`src/rtl/jtframe_rom_arb.sv`:
```
// Four-slot ROM read arbiter: a one-entry cache per slot in front of a single SDRAM port.
// Slot 0 has fixed highest priority; misses are fetched one at a time.
module jtframe_rom_arb #(
  parameter logic [21:0] SLOT0_OFFSET = 22'h0,
  parameter logic [21:0] SLOT1_OFFSET = 22'h0,
  parameter logic [21:0] SLOT2_OFFSET = 22'h0,
  parameter logic [21:0] SLOT3_OFFSET = 22'h0
) (
  input  logic          clk_rom,
  input  logic          rst_n,
  input  logic          downloading,
  input  logic          loop_rst,
  input  logic [3:0]    slot_cs,
  input  logic [87:0]   slot_addr,
  output logic [3:0]    slot_ok,
  output logic [127:0]  slot_dout,
  output logic          sdram_req,
  input  logic          sdram_ack,
  output logic [21:0]   sdram_addr,
  input  logic [31:0]   data_read,
  input  logic          data_rdy,
  output logic          refresh_en
);

  typedef enum logic [1:0] {StIdle, StWaitAck, StWaitData} state_e;

  localparam logic [3:0][21:0] Offsets = {SLOT3_OFFSET, SLOT2_OFFSET, SLOT1_OFFSET, SLOT0_OFFSET};

  state_e            state_q, state_d;
  logic [3:0]        valid_q, valid_d;
  logic [3:0][21:0]  tag_q, tag_d;
  logic [3:0][31:0]  data_q, data_d;
  logic [1:0]        slot_q, slot_d;
  logic [21:0]       ltag_q, ltag_d;
  logic              req_q, req_d;
  logic [21:0]       addr_q, addr_d;

  logic [3:0][21:0]  addr_w;
  logic [3:0]        need;
  logic [1:0]        sel;
  logic              halt;

  assign addr_w     = slot_addr;
  assign halt       = downloading | loop_rst;
  assign slot_dout  = data_q;
  assign sdram_req  = req_q;
  assign sdram_addr = addr_q;

  always_comb begin
    slot_ok = '0;
    for (int i = 0; i < 4; i++) begin
      slot_ok[i] = slot_cs[i] & valid_q[i] & (tag_q[i] == addr_w[i]) & ~halt;
    end
  end

  assign need = slot_cs & ~slot_ok;

  // Scan downwards so the lowest pending index wins.
  always_comb begin
    sel = 2'd0;
    for (int i = 3; i >= 0; i--) begin
      if (need[i]) sel = 2'(i);
    end
  end

  // rst_n gates the output so refresh stays off while the block is held in reset.
  assign refresh_en = rst_n & ~halt & (state_q == StIdle) & ~(|need);

  always_comb begin
    state_d = state_q;
    valid_d = valid_q;
    tag_d   = tag_q;
    data_d  = data_q;
    slot_d  = slot_q;
    ltag_d  = ltag_q;
    req_d   = req_q;
    addr_d  = addr_q;
    if (halt) begin
      state_d = StIdle;
      req_d   = 1'b0;
      valid_d = '0;
    end else begin
      unique case (state_q)
        StIdle: begin
          if (|need) begin
            slot_d  = sel;
            ltag_d  = addr_w[sel];
            addr_d  = addr_w[sel] + Offsets[sel];
            req_d   = 1'b1;
            state_d = StWaitAck;
          end
        end
        StWaitAck: begin
          if (sdram_ack) begin
            req_d   = 1'b0;
            state_d = StWaitData;
          end
        end
        StWaitData: begin
          // Fill under the latched tag even if the requester moved on meanwhile.
          if (data_rdy) begin
            data_d[slot_q]  = data_read;
            tag_d[slot_q]   = ltag_q;
            valid_d[slot_q] = 1'b1;
            state_d         = StIdle;
          end
        end
        default: state_d = StIdle;
      endcase
    end
  end

  always_ff @(posedge clk_rom or negedge rst_n) begin
    if (!rst_n) begin
      state_q <= StIdle;
      valid_q <= '0;
      tag_q   <= '0;
      data_q  <= '0;
      slot_q  <= '0;
      ltag_q  <= '0;
      req_q   <= 1'b0;
      addr_q  <= '0;
    end else begin
      state_q <= state_d;
      valid_q <= valid_d;
      tag_q   <= tag_d;
      data_q  <= data_d;
      slot_q  <= slot_d;
      ltag_q  <= ltag_d;
      req_q   <= req_d;
      addr_q  <= addr_d;
    end
  end

endmodule

```
`config.mk`:
```
export PLATFORM = sky130hd
export DESIGN_NAME = jtframe_rom_arb
export DESIGN_NICKNAME = d
export VERILOG_FILES = /design/src/rtl/jtframe_rom_arb.sv
export SDC_FILE = /design/constraint.sdc
export NUM_CORES = 1
export LEC_CHECK = 0
export ABC_AREA = 1
export ABC_CLOCK_PERIOD_IN_PS = 4600
export CAP_MARGIN = 20
export CORE_MARGIN = 4
export CORE_UTILIZATION = 54
export DETAILED_ROUTE_END_ITERATION = 12
export PLACE_DENSITY = 0.89
export SYNTH_ARGS = -nofsm -noshare
export SYNTH_HDL_FRONTEND = slang
export SYNTH_SLANG_ARGS = --single-unit
```
`constraint.sdc`:
```
create_clock -name clk_rom -period 4.6 [get_ports clk_rom]
set_clock_uncertainty 0.15 [all_clocks]
set_input_delay 1.15 -clock clk_rom [delete_from_list [all_inputs] [get_ports clk_rom]]
set_output_delay 1.15 -clock clk_rom [all_outputs]
set_load 0.02 [all_outputs]
```
==> results of run 1 <==
per-stage QoR:
step           hold slack [ps]  setup slack (ps)  setup TNS [ps]
3_5_place_dp             322.1            -331.8          -477.0
4_1_cts                  337.5             34.57               0
3_3_place_gp             314.2            -264.6          -408.6
5_1_grt                  353.3            -17.34          -17.34
6_report                 332.4             119.1               0
2_1_floorplan            317.1             926.4               0
state kept, by name (all words and copies together), names as in the netlist:
signal,count
valid_q,4
slot_dout,128
slot_q,2
state_q,2
tag_q,88
sdram_req,1
ltag_q,22
layer usage:
layer / vias up / part of all wire / wire length [um]
met1: 5485 / 0.36 / 14170
li1: 5164 / - / -
met5: - / 0.00033 / 13
met2: 664 / 0.49 / 19390
met4: 2 / 0.038 / 1494
met3: 107 / 0.11 / 4506
cells in the final DEF, fill, tap and decap left out, types with 3 or more instances in the layout:
cell type                         instances
sky130_fd_sc_hd__xnor2_1                  5
sky130_fd_sc_hd__dfrtp_1                247
sky130_fd_sc_hd__nand2_1                454
sky130_fd_sc_hd__clkbuf_8                 3
sky130_fd_sc_hd__xor2_1                  59
sky130_fd_sc_hd__clkinvlp_4               6
sky130_fd_sc_hd__clkdlybuf4s50_1        279
sky130_fd_sc_hd__nand3_1                 99
sky130_fd_sc_hd__clkbuf_16               27
sky130_fd_sc_hd__buf_4                   90
sky130_fd_sc_hd__buf_12                   3
sky130_fd_sc_hd__o21ai_0                219
sky130_fd_sc_hd__nand2_4                  4
sky130_fd_sc_hd__nor4_1                  13
sky130_fd_sc_hd__clkinv_2                 6
sky130_fd_sc_hd__nand3_4                  4
sky130_fd_sc_hd__inv_1                  181
sky130_fd_sc_hd__nor3_1                   5
sky130_fd_sc_hd__a21oi_1                  5
sky130_fd_sc_hd__nor2_1                  57
sky130_fd_sc_hd__nand4_1                  3
cell type report:
class / count / area (um^2)
Clock inverter: 16 / 152.6
Multi-Input combinational cell: 941 / 4467
Inverter: 184 / 695.7
Tap cell: 275 / 344.1
Clock buffer: 31 / 720.7
Antenna cell: 1 / 2.502
Fill cell: 1396 / 4938
Sequential cell: 247 / 6181
Timing Repair Buffer: 377 / 3586
worst max-delay path: stages:
cell                              delay, ps
sky130_fd_sc_hd__clkdlybuf4s50_1        460
sky130_fd_sc_hd__nor2_4                 280
sky130_fd_sc_hd__inv_4                   70
sky130_fd_sc_hd__nor2_2                 120
sky130_fd_sc_hd__buf_4                  120
sky130_fd_sc_hd__inv_1                   40
sky130_fd_sc_hd__nor4_1                 230
sky130_fd_sc_hd__nand4_1                150
sky130_fd_sc_hd__nor2_1                 200
sky130_fd_sc_hd__dlygate4sd2_1          360
power by group through the flow:
stage               registers, mW  clock network (mW)  logic (mW)
global placement             2.44                   0        1.04
detailed placement           2.45                   0        1.06
global route                 2.43                2.26        1.16
floorplan                    2.56                   0       0.335
finish                       2.42                2.13        1.08
CTS                          2.42                2.15        1.07
cell usage after synthesis:
cell,number,area (um^2)
sky130_fd_sc_hd__a21oi_1,5,25.02
sky130_fd_sc_hd__buf_1,3,11.26
sky130_fd_sc_hd__buf_2,9,45.04
sky130_fd_sc_hd__buf_4,5,37.54
sky130_fd_sc_hd__buf_6,6,67.56
sky130_fd_sc_hd__clkbuf_1,42,157.7
sky130_fd_sc_hd__dfrtp_1,247,6181
sky130_fd_sc_hd__inv_1,181,679.4
sky130_fd_sc_hd__inv_2,1,3.750
sky130_fd_sc_hd__inv_4,2,12.51
sky130_fd_sc_hd__nand2_1,455,1708
sky130_fd_sc_hd__nand2_4,4,45.04
sky130_fd_sc_hd__nand3_1,99,495.5
sky130_fd_sc_hd__nand3_2,5,50.05
sky130_fd_sc_hd__nand3b_1,1,7.510
sky130_fd_sc_hd__nand4_1,3,18.77
sky130_fd_sc_hd__nor2_1,57,214.0
sky130_fd_sc_hd__nor2_2,2,12.51
sky130_fd_sc_hd__nor2_4,1,11.26
sky130_fd_sc_hd__nor2_8,1,20.02
sky130_fd_sc_hd__nor3_1,5,25.02
sky130_fd_sc_hd__nor3b_1,1,7.510
sky130_fd_sc_hd__nor4_1,13,81.33
sky130_fd_sc_hd__nor4_4,1,21.27
sky130_fd_sc_hd__o21ai_0,219,1096
sky130_fd_sc_hd__o21ai_1,1,5.000
sky130_fd_sc_hd__o21ai_2,2,17.52
sky130_fd_sc_hd__or2_1,1,6.260
sky130_fd_sc_hd__or2_2,1,6.260
sky130_fd_sc_hd__xnor2_1,5,43.79
sky130_fd_sc_hd__xor2_1,59,516.8
worst paths after layout:
kind	startpoint	end	slack [ps]	cells after the start
max reg2reg	tag_q[20]	ltag_q[0]	1650	15
max in group asynchronous	rst_n	valid_q[3]	2090	3
min reg2reg	slot_dout[28]	slot_dout[28]	330	2
max	loop_rst	slot_ok[1]	120	10
min in group asynchronous	rst_n	tag_q[14]	690	2
min	slot_dout[28]	slot_dout[28]	330	2
cells by family (layout without fill, tap and decap cells):
group | count (synthesis) | count (layout)
xor+xnor | 64 | 64
compound gates | 227 | 227
flops | 247 | 247
simple gates | 650 | 650
buf+inv | 249 | 608
other cells | 0 | 1
repair_timing:
| item | in CTS | in global routing |
|---|---|---|
| resized for setup | 5 | 7 |
| hold buffers | 0 | 0 |
| pin swaps | 1 | 1 |
| setup endpoints to repair | 3 | 3 |
| cloned | 0 | 0 |
==> results by group, run 1 <==
Run status
  • Status: completed

Final layout
  • Summed area of non-filler cells in the final layout: 16,150 um^2
  • Utilization after layout: 0.7658
  • Net count, final: approximately 1,900
  • Share of post-route cells with drive strength above 1: 0.08964
  • Finished Layout Cells: between 2,000 and 2,500
  • P&R area growth vs syn: 38.86%

STA
  • RSZ-0062 raised after global routing: yes
  • Share of the clock period used by the worst path after layout: 0.9741
  • Final setup violating endpoints: 0
  • Relative slew margins: 0.2240
  • Worst-Margin Slew: ~1200 ps
  • Final Critical Period: about 4500 ps
  • Achievable Freq: about 220 MHz
  • Final-report hold violation count: 0
  • Number of pins exceeding their max-slew limit in the final report: 0

Power
  • Part of the total power dissipated in the clock network: 0.379
  • Sum of internal, switching and leakage power: 5.626 mW
  • Static leakage power: approximately 8 nW
  • Proportion of power drawn by combinational gates: 0.192
  • Pwr per Cell Area: ~350 nW/um^2
  • Cell-internal power: between 4 and 5 mW
  • Maximum vdd ir drop: roughly 330 uV
  • Switching share of power: 0.2857
  • Net switching power of the design: 1.607 mW
  • Sequential group share of total power: 0.430

Drt
  • Final WL: 39,570 um
  • Average via count per standard cell: 5.513
  • Overall via count from detail_route: approximately 11,000
  • WL per Instance: about 19 um
  • Residual antenna-violating net count after detailed routing: 0
  • Total iterations of the first detailed-routing run: 6
  • DRC violation count after routing: 0
  • Iter 0 DRT Violations: 936

Clock tree
  • Buffer cell driving the clock tree root: sky130_fd_sc_hd__clkbuf_16
  • Number of buffers created by CTS: 26
  • Clock latency reported for the late side of the worst-skew pair: around 530 ps
  • Clock H-tree levels: 1
  • TritonCTS clock tree: done
  • Setup bufs post-CTS: 0
  • Register clock-pin slew on the reported worst setup and hold paths: around 60 ps
  • Buffer levels on the longest clock path: 3
  • Clock tree sinks: 247

Critical path
  • Setup crit end kind: output pin
  • Endpoint required time on the critical path: approximately 3300 ps
  • Critical path class: in2out
  • Crit Path Max Fanout: 5
  • Critical Path Start Type: input pin
  • Arrival time of the worst setup path: roughly 3200 ps

Global routing
  • First-pass GRT wire length: between 60,000 and 70,000 um
  • Initial antenna violation count: 2
  • Most used routing layer in global routing: met2
  • Met1 routing resource usage after global routing: 0.3922
  • Aggregate global-route resource usage: 0.3271
  • Pin count of the biggest net entering global routing: between 150 and 200
  • Met2 capacity usage during global routing: 0.5551
  • Number of global-route vias before repair: roughly 12,000
  • Leftover overflow at the end of global routing: 0
  • Met3 global-route usage: 0.1049

Logic synthesis
  • Number of cells produced by synthesis: around 1,400
  • Proportion of synthesized chip area in sequential cells: 0.5315
  • Flip-flop and latch count after synthesis: between 200 and 250
  • Adder and majority gate portion of the synthesized area: 0
  • Mux share of post-synthesis cell area: 0
  • Simple logic cell fraction of the synthesized area: 0.2347
  • Netlist cell types: 31
  • Count of synthesis-stage warnings from yosys: 0
  • Fraction of the mapped netlist area in compound gates: 0.09833
  • Post-synth net total: between 1,500 and 2,000
  • Largest family of logic cells by synthesized area: simple AND/OR/NAND/NOR gates
  • Parity-gate share of the synthesized area counting xor and xnor cells: 0.04820
  • Post-synthesis cell area: between 10,000 and 15,000 um^2
  • Mapped Avg Cell Area: between 8 and 9 um^2

Hold path
  • Worst hold path type: reg2reg

Floorplan
  • Chip Height: approximately 150 um
  • Io pins: around 290
  • Area of the placeable core: 21,090 um^2
  • Initial core utilization: 0.5515
  • Area enclosed by the die boundary: about 24,000 um^2
  • Chip width: between 150 and 200 um
  • Standard-cell rows: 53

Placed design
  • Buffers on Ports: between 200 and 300
  • Final estimated routing congestion in global placement: 0.9883
  • Half-perimeter wire length after detailed placement: around 27,000 um
  • Number of cells after detailed placement: a little over 2,000
  • Dpl cell area: 15,270 um^2

Run
  • Max cap viols: 0
(Power assumes the default switching activity.)
==> run 2: changes to the inputs <==
Settings changed: CORE_MARGIN 4 to unset.
==> run 2 against run 1 <==
  * Fmax up 0.38%
  * Global-route usage up 2.1 points
  * Combinational power about the same
  * Critical endpoint is now refresh_en
  * Clock power up 5%
  * Core utilization about the same
  * Hold slack better by 2.5 ps
  * Die area down 7.6%
  * Sequential cell count unchanged
  * Power up 1.7%
  * Via count down 1.4%
==> results by group, run 2 (same netlist as run 1, synthesis figures left out) <==
Run
  • Max cap viols: 0 (unchanged)

Clock tree
  • Buffer levels on the longest clock path: 3 (unchanged)
  • Clock H-tree levels: 1 (unchanged)
  • TritonCTS clock tree: done
  • Clock tree sinks: 247 (unchanged)
  • Clock latency reported for the late side of the worst-skew pair: 540 ps (about the same)
  • Buffer cell driving the clock tree root: sky130_fd_sc_hd__clkbuf_16
  • Number of buffers created by CTS: 26 (unchanged)
  • Register clock-pin slew on the reported worst setup and hold paths: 60 ps (about the same)

Floorplan
  • Chip width: 148.8 um (-3.9%)
  • Initial core utilization: 0.5515 (unchanged)
  • Standard-cell rows: 53 (unchanged)
  • Area of the placeable core: 21,090 um^2 (unchanged)
  • Io pins: 286 (unchanged)
  • Chip Height: 148.8 um (-3.9%)
  • Area enclosed by the die boundary: 22,130 um^2 (-7.6%)

STA
  • Final critical-path setup slack: 136.0 ps (+16.95 ps)
  • Achievable Freq: 224.0 MHz (+0.38%)
  • Final setup violating endpoints: 0 (unchanged)
  • Number of pins exceeding their max-slew limit in the final report: 0 (unchanged)
  • Final Critical Period: 4464 ps (-16.95 ps)
  • Sum of negative setup slack: 0 ps (unchanged)
  • RSZ-0062 raised after global routing: yes
  • Worst-Margin Slew: 1074 ps (-89.71 ps)
  • Share of the clock period used by the worst path after layout: 0.9704 (-0.003685)
  • Relative slew margins: 0.2838 (+0.05981)
  • Final-report hold violation count: 0 (unchanged)

Drt
  • WL per Instance: 18.64 um (-2.4%)
  • Iter 0 DRT Violations: 897 (-4.2%)
  • Average via count per standard cell: 5.449 (-1.2%)
  • Final WL: 38,510 um (-2.7%)
  • DRC violation count after routing: 0 (unchanged)
  • Total iterations of the first detailed-routing run: 6 (unchanged)
  • Residual antenna-violating net count after detailed routing: 0 (unchanged)
  • Overall via count from detail_route: 11,260 (-1.4%)

Global routing
  • Pin count of the biggest net entering global routing: 174 (-6.5%)
  • First-pass GRT wire length: 59,510 um (-4.7%)
  • Initial antenna violation count: 2 (unchanged)
  • Number of global-route vias before repair: 11,320 (-3.7%)
  • Leftover overflow at the end of global routing: 0 (unchanged)
  • Aggregate global-route resource usage: 0.3485 (+0.02136)

Critical path
  • Critical path class: in2out
  • Endpoint required time on the critical path: 3300 ps (about the same)
  • Critical Path Start Type: input pin
  • Arrival time of the worst setup path: 3160 ps (-20 ps)
  • Setup crit end kind: output pin
  • Crit Path Max Fanout: 5 (unchanged)

Power
  • Sum of internal, switching and leakage power: 5.722 mW (+1.7%)
  • Pwr per Cell Area: 354.2 nW/um^2 (+1.7%)
  • Maximum vdd ir drop: 580.9 uV (+76%)
  • Static leakage power: 8.045 nW (+0.27%)

Final layout
  • Most common cell after layout, fill and taps aside: sky130_fd_sc_hd__nand2_1
  • Summed area of non-filler cells in the final layout: 16,150 um^2 (about the same)
  • Utilization after layout: 0.7661 (about the same)
  • Net count, final: 1,900 (-0.37%)
  • Most frequent cells in the layout: 454 x sky130_fd_sc_hd__nand2_1, 279 x sky130_fd_sc_hd__clkdlybuf4s50_1, 247 x sky130_fd_sc_hd__dfrtp_1
  • Largest register FFs: 128 (unchanged)
  • P&R area growth vs syn: 38.90% (about the same)
  • Share of post-route cells with drive strength above 1: 0.08659 (-0.003051)

Hold path
  • Worst hold path type: reg2reg

Run status
  • Status: completed

Placed design
  • Final estimated routing congestion in global placement: 0.9996 (+1.1%)
  • Dpl cell area: 15,210 um^2 (-0.43%)
  • Post-place setup slack: -275.5 ps (+56.31 ps)
  • Half-perimeter wire length after detailed placement: 26,160 um (-1.9%)
  • Buffers on Ports: 285 (unchanged)
[run 2: stage by stage]
stage               std cells  hold slack [ps]
finish                   2066            334.8
global route             2065            352.5
CTS                      2065            338.0
detailed placement       2017            322.0
global placement         2017            314.9
floorplan                1437            317.1
[run 2: worst max-delay path, cell delays in order]
cell and delay [ps]:
sky130_fd_sc_hd__clkdlybuf4s50_1 450, sky130_fd_sc_hd__nor2_4 250, sky130_fd_sc_hd__nand2_1 90, sky130_fd_sc_hd__nor2_1 150, sky130_fd_sc_hd__nand2_1 70, sky130_fd_sc_hd__nor2_1 120
sky130_fd_sc_hd__nand3_1 130, sky130_fd_sc_hd__nand2_2 120, sky130_fd_sc_hd__nand2_1 100, sky130_fd_sc_hd__inv_2 120, sky130_fd_sc_hd__nand3_1 110, sky130_fd_sc_hd__nor2_1 100
sky130_fd_sc_hd__clkbuf_4 190
[run 2: final cells by class]
cell class | count | area [um^2]
multi-input combinational | 941 | 4467
clock inverter | 11 | 147.6
timing repair buffer | 370 | 3525
clock buffer | 37 | 792.0
tap | 275 | 344.1
inverter | 184 | 695.7
antenna | 1 | 2.502
fill | 1377 | 4933
sequential | 247 | 6181
[run 2: where the power goes]
group	total (mW)	internal, mW	switching [mW]
clock network	2.24	1.32	0.915
logic	1.06	0.463	0.602
registers	2.42	2.31	0.108
[run 2: final timing paths]
| kind | start | end | slack [ps] | cells after the start |
|---|---|---|---|---|
| setup / recovery | downloading | refresh_en | 140 | 13 |
| hold / removal | slot_dout[42] | slot_dout[42] | 330 | 2 |
| setup reg to reg | tag_q[20] | ltag_q[3] | 1600 | 14 |
| hold reg to reg | slot_dout[42] | slot_dout[42] | 330 | 2 |
| max in group asynchronous | rst_n | tag_q[11] | 1990 | 3 |
| min in group asynchronous | rst_n | tag_q[82] | 630 | 2 |
[run 2: layer usage]
| metal | vias up | track usage | part of all wire |
|---|---|---|---|
| li1 | 5151 | - | - |
| met4 | 2 | 0.1607 | 0.048 |
| met3 | 123 | 0.09480 | 0.11 |
| met1 | 5347 | 0.4190 | 0.36 |
| met5 | - | 0 | 0.00034 |
| met2 | 634 | 0.5839 | 0.48 |
[run 2: timing repair]
item | CTS | global route
setup endpoints to repair | 2 | 3
gates resized for setup | 4 | 7
buffers inserted | 0 | 0
endpoints found under the hold margin | 0 | 0
hold buffers | 0 | 0
pin swaps | 0 | 1
==> run 3: changes to the inputs <==
Settings changed: CAP_MARGIN 20 to unset, CTS_CLUSTER_DIAMETER set to 150, CTS_CLUSTER_SIZE set to 24.
==> run 3 against run 2 <==
  * Largest cell class unchanged
  * Sequential power about the same
  * Die area unchanged
  * Combinational power about the same
  * Critical endpoint is now slot_ok[1]
  * Non-clock buffer count unchanged
  * Register-to-register slack improved by 60 ps
  * Worst setup slack got worse by 62 ps
  * Sequential share of layout area increased by 1.4 points
  * Clock-buffer cell count decreased by 22
  * Final cell count decreased by 1.5%
==> results by group, run 3 (same netlist as run 1, synthesis figures left out) <==
Placed design
  • Half-perimeter wire length after detailed placement: 26,160 um (unchanged)
  • Final estimated routing congestion in global placement: 0.9996 (unchanged)
  • Buffers on Ports: 285 (unchanged)
  • Number of cells after detailed placement: 2,017 (unchanged)

Drt
  • Final WL: 37,560 um (-2.5%)
  • Total iterations of the first detailed-routing run: 6 (unchanged)
  • Detailed-routed wire length on met2: 18,140 um (-1.1%)
  • DRC violation count after routing: 0 (unchanged)
  • Length of routed met3 wiring: 3886 um (-9.5%)
  • Overall via count from detail_route: 11,060 (-1.8%)
  • Average via count per standard cell: 5.437 (-0.21%)
  • Residual antenna-violating net count after detailed routing: 0 (unchanged)
  • Top layer reached by signal wires: met5
  • WL per Instance: 18.47 um (-0.93%)
  • Iter 0 DRT Violations: 864 (-3.7%)
  • M1 WL: 13,870 um (-1.0%)

Final layout
  • Layout filler cell count: 1,498 (+8.8%)
  • Net count, final: 1,888 (-0.63%)
  • Most frequent cells in the layout: 455 x sky130_fd_sc_hd__nand2_1, 280 x sky130_fd_sc_hd__clkdlybuf4s50_1, 247 x sky130_fd_sc_hd__dfrtp_1
  • Area used by sequential logic in the layout: 6181 um^2 (unchanged)
  • Most common cell after layout, fill and taps aside: sky130_fd_sc_hd__nand2_1
  • Area of combinational cells with multiple inputs: 4464 um^2 (about the same)
  • P&R area growth vs syn: 34.16%
  • Largest register FFs: 128 (unchanged)
  • Finished Layout Cells: 2,034 (-1.5%)
  • Share of post-route cells with drive strength above 1: 0.06997 (-0.01663)

Global routing
  • Pin count of the biggest net entering global routing: 174 (unchanged)
  • First-pass GRT wire length: 57,990 um (-2.5%)
  • Number of global-route vias before repair: 11,020 (-2.7%)
  • Leftover overflow at the end of global routing: 0 (unchanged)
  • Aggregate global-route resource usage: 0.3399 (-0.008609)
  • Initial antenna violation count: 2 (unchanged)

Clock tree
  • Buffer levels on the longest clock path: 3 (unchanged)
  • Hold-fix buffers, CTS: 0 (unchanged)
  • Buffer cell driving the clock tree root: sky130_fd_sc_hd__clkbuf_16
  • Clock tree sinks: 247 (unchanged)
  • Clock H-tree levels: 1 (unchanged)
  • Register clock-pin slew on the reported worst setup and hold paths: 90 ps (+30 ps)
  • TritonCTS clock tree: done
  • Number of buffers created by CTS: 14 (-46%)
  • Clock latency reported for the late side of the worst-skew pair: 490 ps (-50 ps)

Hold path
  • Worst hold path type: reg2reg

STA
  • Worst-Margin Slew: 1094 ps (+20.14 ps)
  • Final setup violating endpoints: 0 (unchanged)
  • Achievable Freq: 220.9 MHz (-1.4%)
  • Final-report hold violation count: 0 (unchanged)
  • Final Critical Period: 4526 ps (+62.35 ps)
  • Relative slew margins: 0.2703 (-0.01342)
  • Share of the clock period used by the worst path after layout: 0.9840 (+0.01356)
  • RSZ-0062 raised after global routing: yes
  • Number of pins exceeding their max-slew limit in the final report: 0 (unchanged)
  • Sum of negative setup slack: 0 ps (unchanged)

Critical path
  • Endpoint required time on the critical path: 3300 ps (about the same)
  • Critical Path Start Type: input pin
  • Critical path class: in2out
  • Arrival time of the worst setup path: 3230 ps (+70 ps)
  • Setup crit end kind: output pin
  • Crit Path Max Fanout: 5 (unchanged)

Power
  • Sequential group share of total power: 0.503 (+0.080)
  • Static leakage power: 7.757 nW (-3.6%)
  • Part of the total power dissipated in the clock network: 0.276 (-0.115)
  • Net switching power of the design: 1.429 mW (-12%)
  • Cell-internal power: 3.368 mW (-18%)
  • Maximum vdd ir drop: 360.0 uV (-38%)
  • Proportion of power drawn by combinational gates: 0.221 (+0.035)
  • Switching share of power: 0.2978 (+0.01390)
  • Pwr per Cell Area: 307.4 nW/um^2 (-13%)

Floorplan
  • Area enclosed by the die boundary: 22,130 um^2 (unchanged)
  • Io pins: 286 (unchanged)
  • Standard-cell rows: 53 (unchanged)
  • Chip width: 148.8 um (unchanged)
  • Area of the placeable core: 21,090 um^2 (unchanged)
  • Initial core utilization: 0.5515 (unchanged)
  • Chip Height: 148.8 um (unchanged)

Run
  • Max cap viols: 0 (unchanged)

Run status
  • Status: completed
[run 3: changes by cell type in the layout (fill, tap and decap cells not counted), moves of 2 or more]
cell,before,now
sky130_fd_sc_hd__clkbuf_16,26,15
sky130_fd_sc_hd__clkbuf_8,10,0
sky130_fd_sc_hd__clkinv_2,5,0
sky130_fd_sc_hd__bufinv_16,2,0
[run 3: metrics by stage]
step                  util  setup slack (ps)  hold WS [ps]  area [um^2]  total power, mW
detailed placement  0.7211            -275.5         322.0        15210            3.500
CTS                 0.7398             3.926         344.2        15600            4.804
global route        0.7398            -22.27         365.2        15600            4.983
finish              0.7399             73.67         340.1        15600            4.796
floorplan                -             926.4         317.1        11630            2.894
global placement    0.7211            -264.1         314.9        15210            3.468
[run 3: final timing paths]
check | start | endpoint | slack (ps) | cells past startpoint
max in group asynchronous | rst_n | tag_q[11] | 1990 | 3
setup / recovery | loop_rst | slot_ok[1] | 70 | 10
min in group asynchronous | rst_n | tag_q[82] | 680 | 2
hold reg to reg | slot_dout[42] | slot_dout[42] | 340 | 2
hold / removal | slot_dout[42] | slot_dout[42] | 340 | 2
setup reg to reg | tag_q[8] | ltag_q[3] | 1660 | 13
[run 3: timing repair]
action / 4_1_cts / 5_1_grt
setup endpoints to repair: 2 / 3
buffers inserted: 0 / 0
resized for setup: 3 / 3
[run 3: metal layers]
layer  vias to the layer above  GRT usage
li1                       5105          -
met1                      5243     0.4163
met2                       589     0.5664
met3                       120    0.08991
met4                         2     0.1490
met5                         -          0
[run 3: critical path: stages]
cell and delay, ps:
sky130_fd_sc_hd__clkdlybuf4s50_1 440, sky130_fd_sc_hd__nor2_4 250, sky130_fd_sc_hd__inv_4 70, sky130_fd_sc_hd__nor2_2 140, sky130_fd_sc_hd__inv_1 50, sky130_fd_sc_hd__nor4_1 220, sky130_fd_sc_hd__buf_4 180, sky130_fd_sc_hd__nand4_1 110
sky130_fd_sc_hd__nor2_1 230, sky130_fd_sc_hd__dlygate4sd2_1 370
[run 3: power by group through the flow]
stage                     Clock [mW]  Combinational (mW)  Sequential [mW]
after floorplan                    0               0.335             2.56
after global placement             0                1.02             2.45
after CTS                       1.34                1.06             2.41
after global routing            1.41                1.14             2.43
after detailed placement           0                1.05             2.45
final                           1.32                1.06             2.41
[run 3: layout make-up]
cell class / instances / share of cell area
Sequential cell: 247 / 0.3961
Timing Repair Buffer: 370 / 0.2256
Inverter: 184 / 0.04459
Tap cell: 275 / 0.02205
Antenna cell: 1 / 0.0001604
Clock buffer: 15 / 0.02406
Multi-Input combinational cell: 941 / 0.2861
Clock inverter: 1 / 0.001283
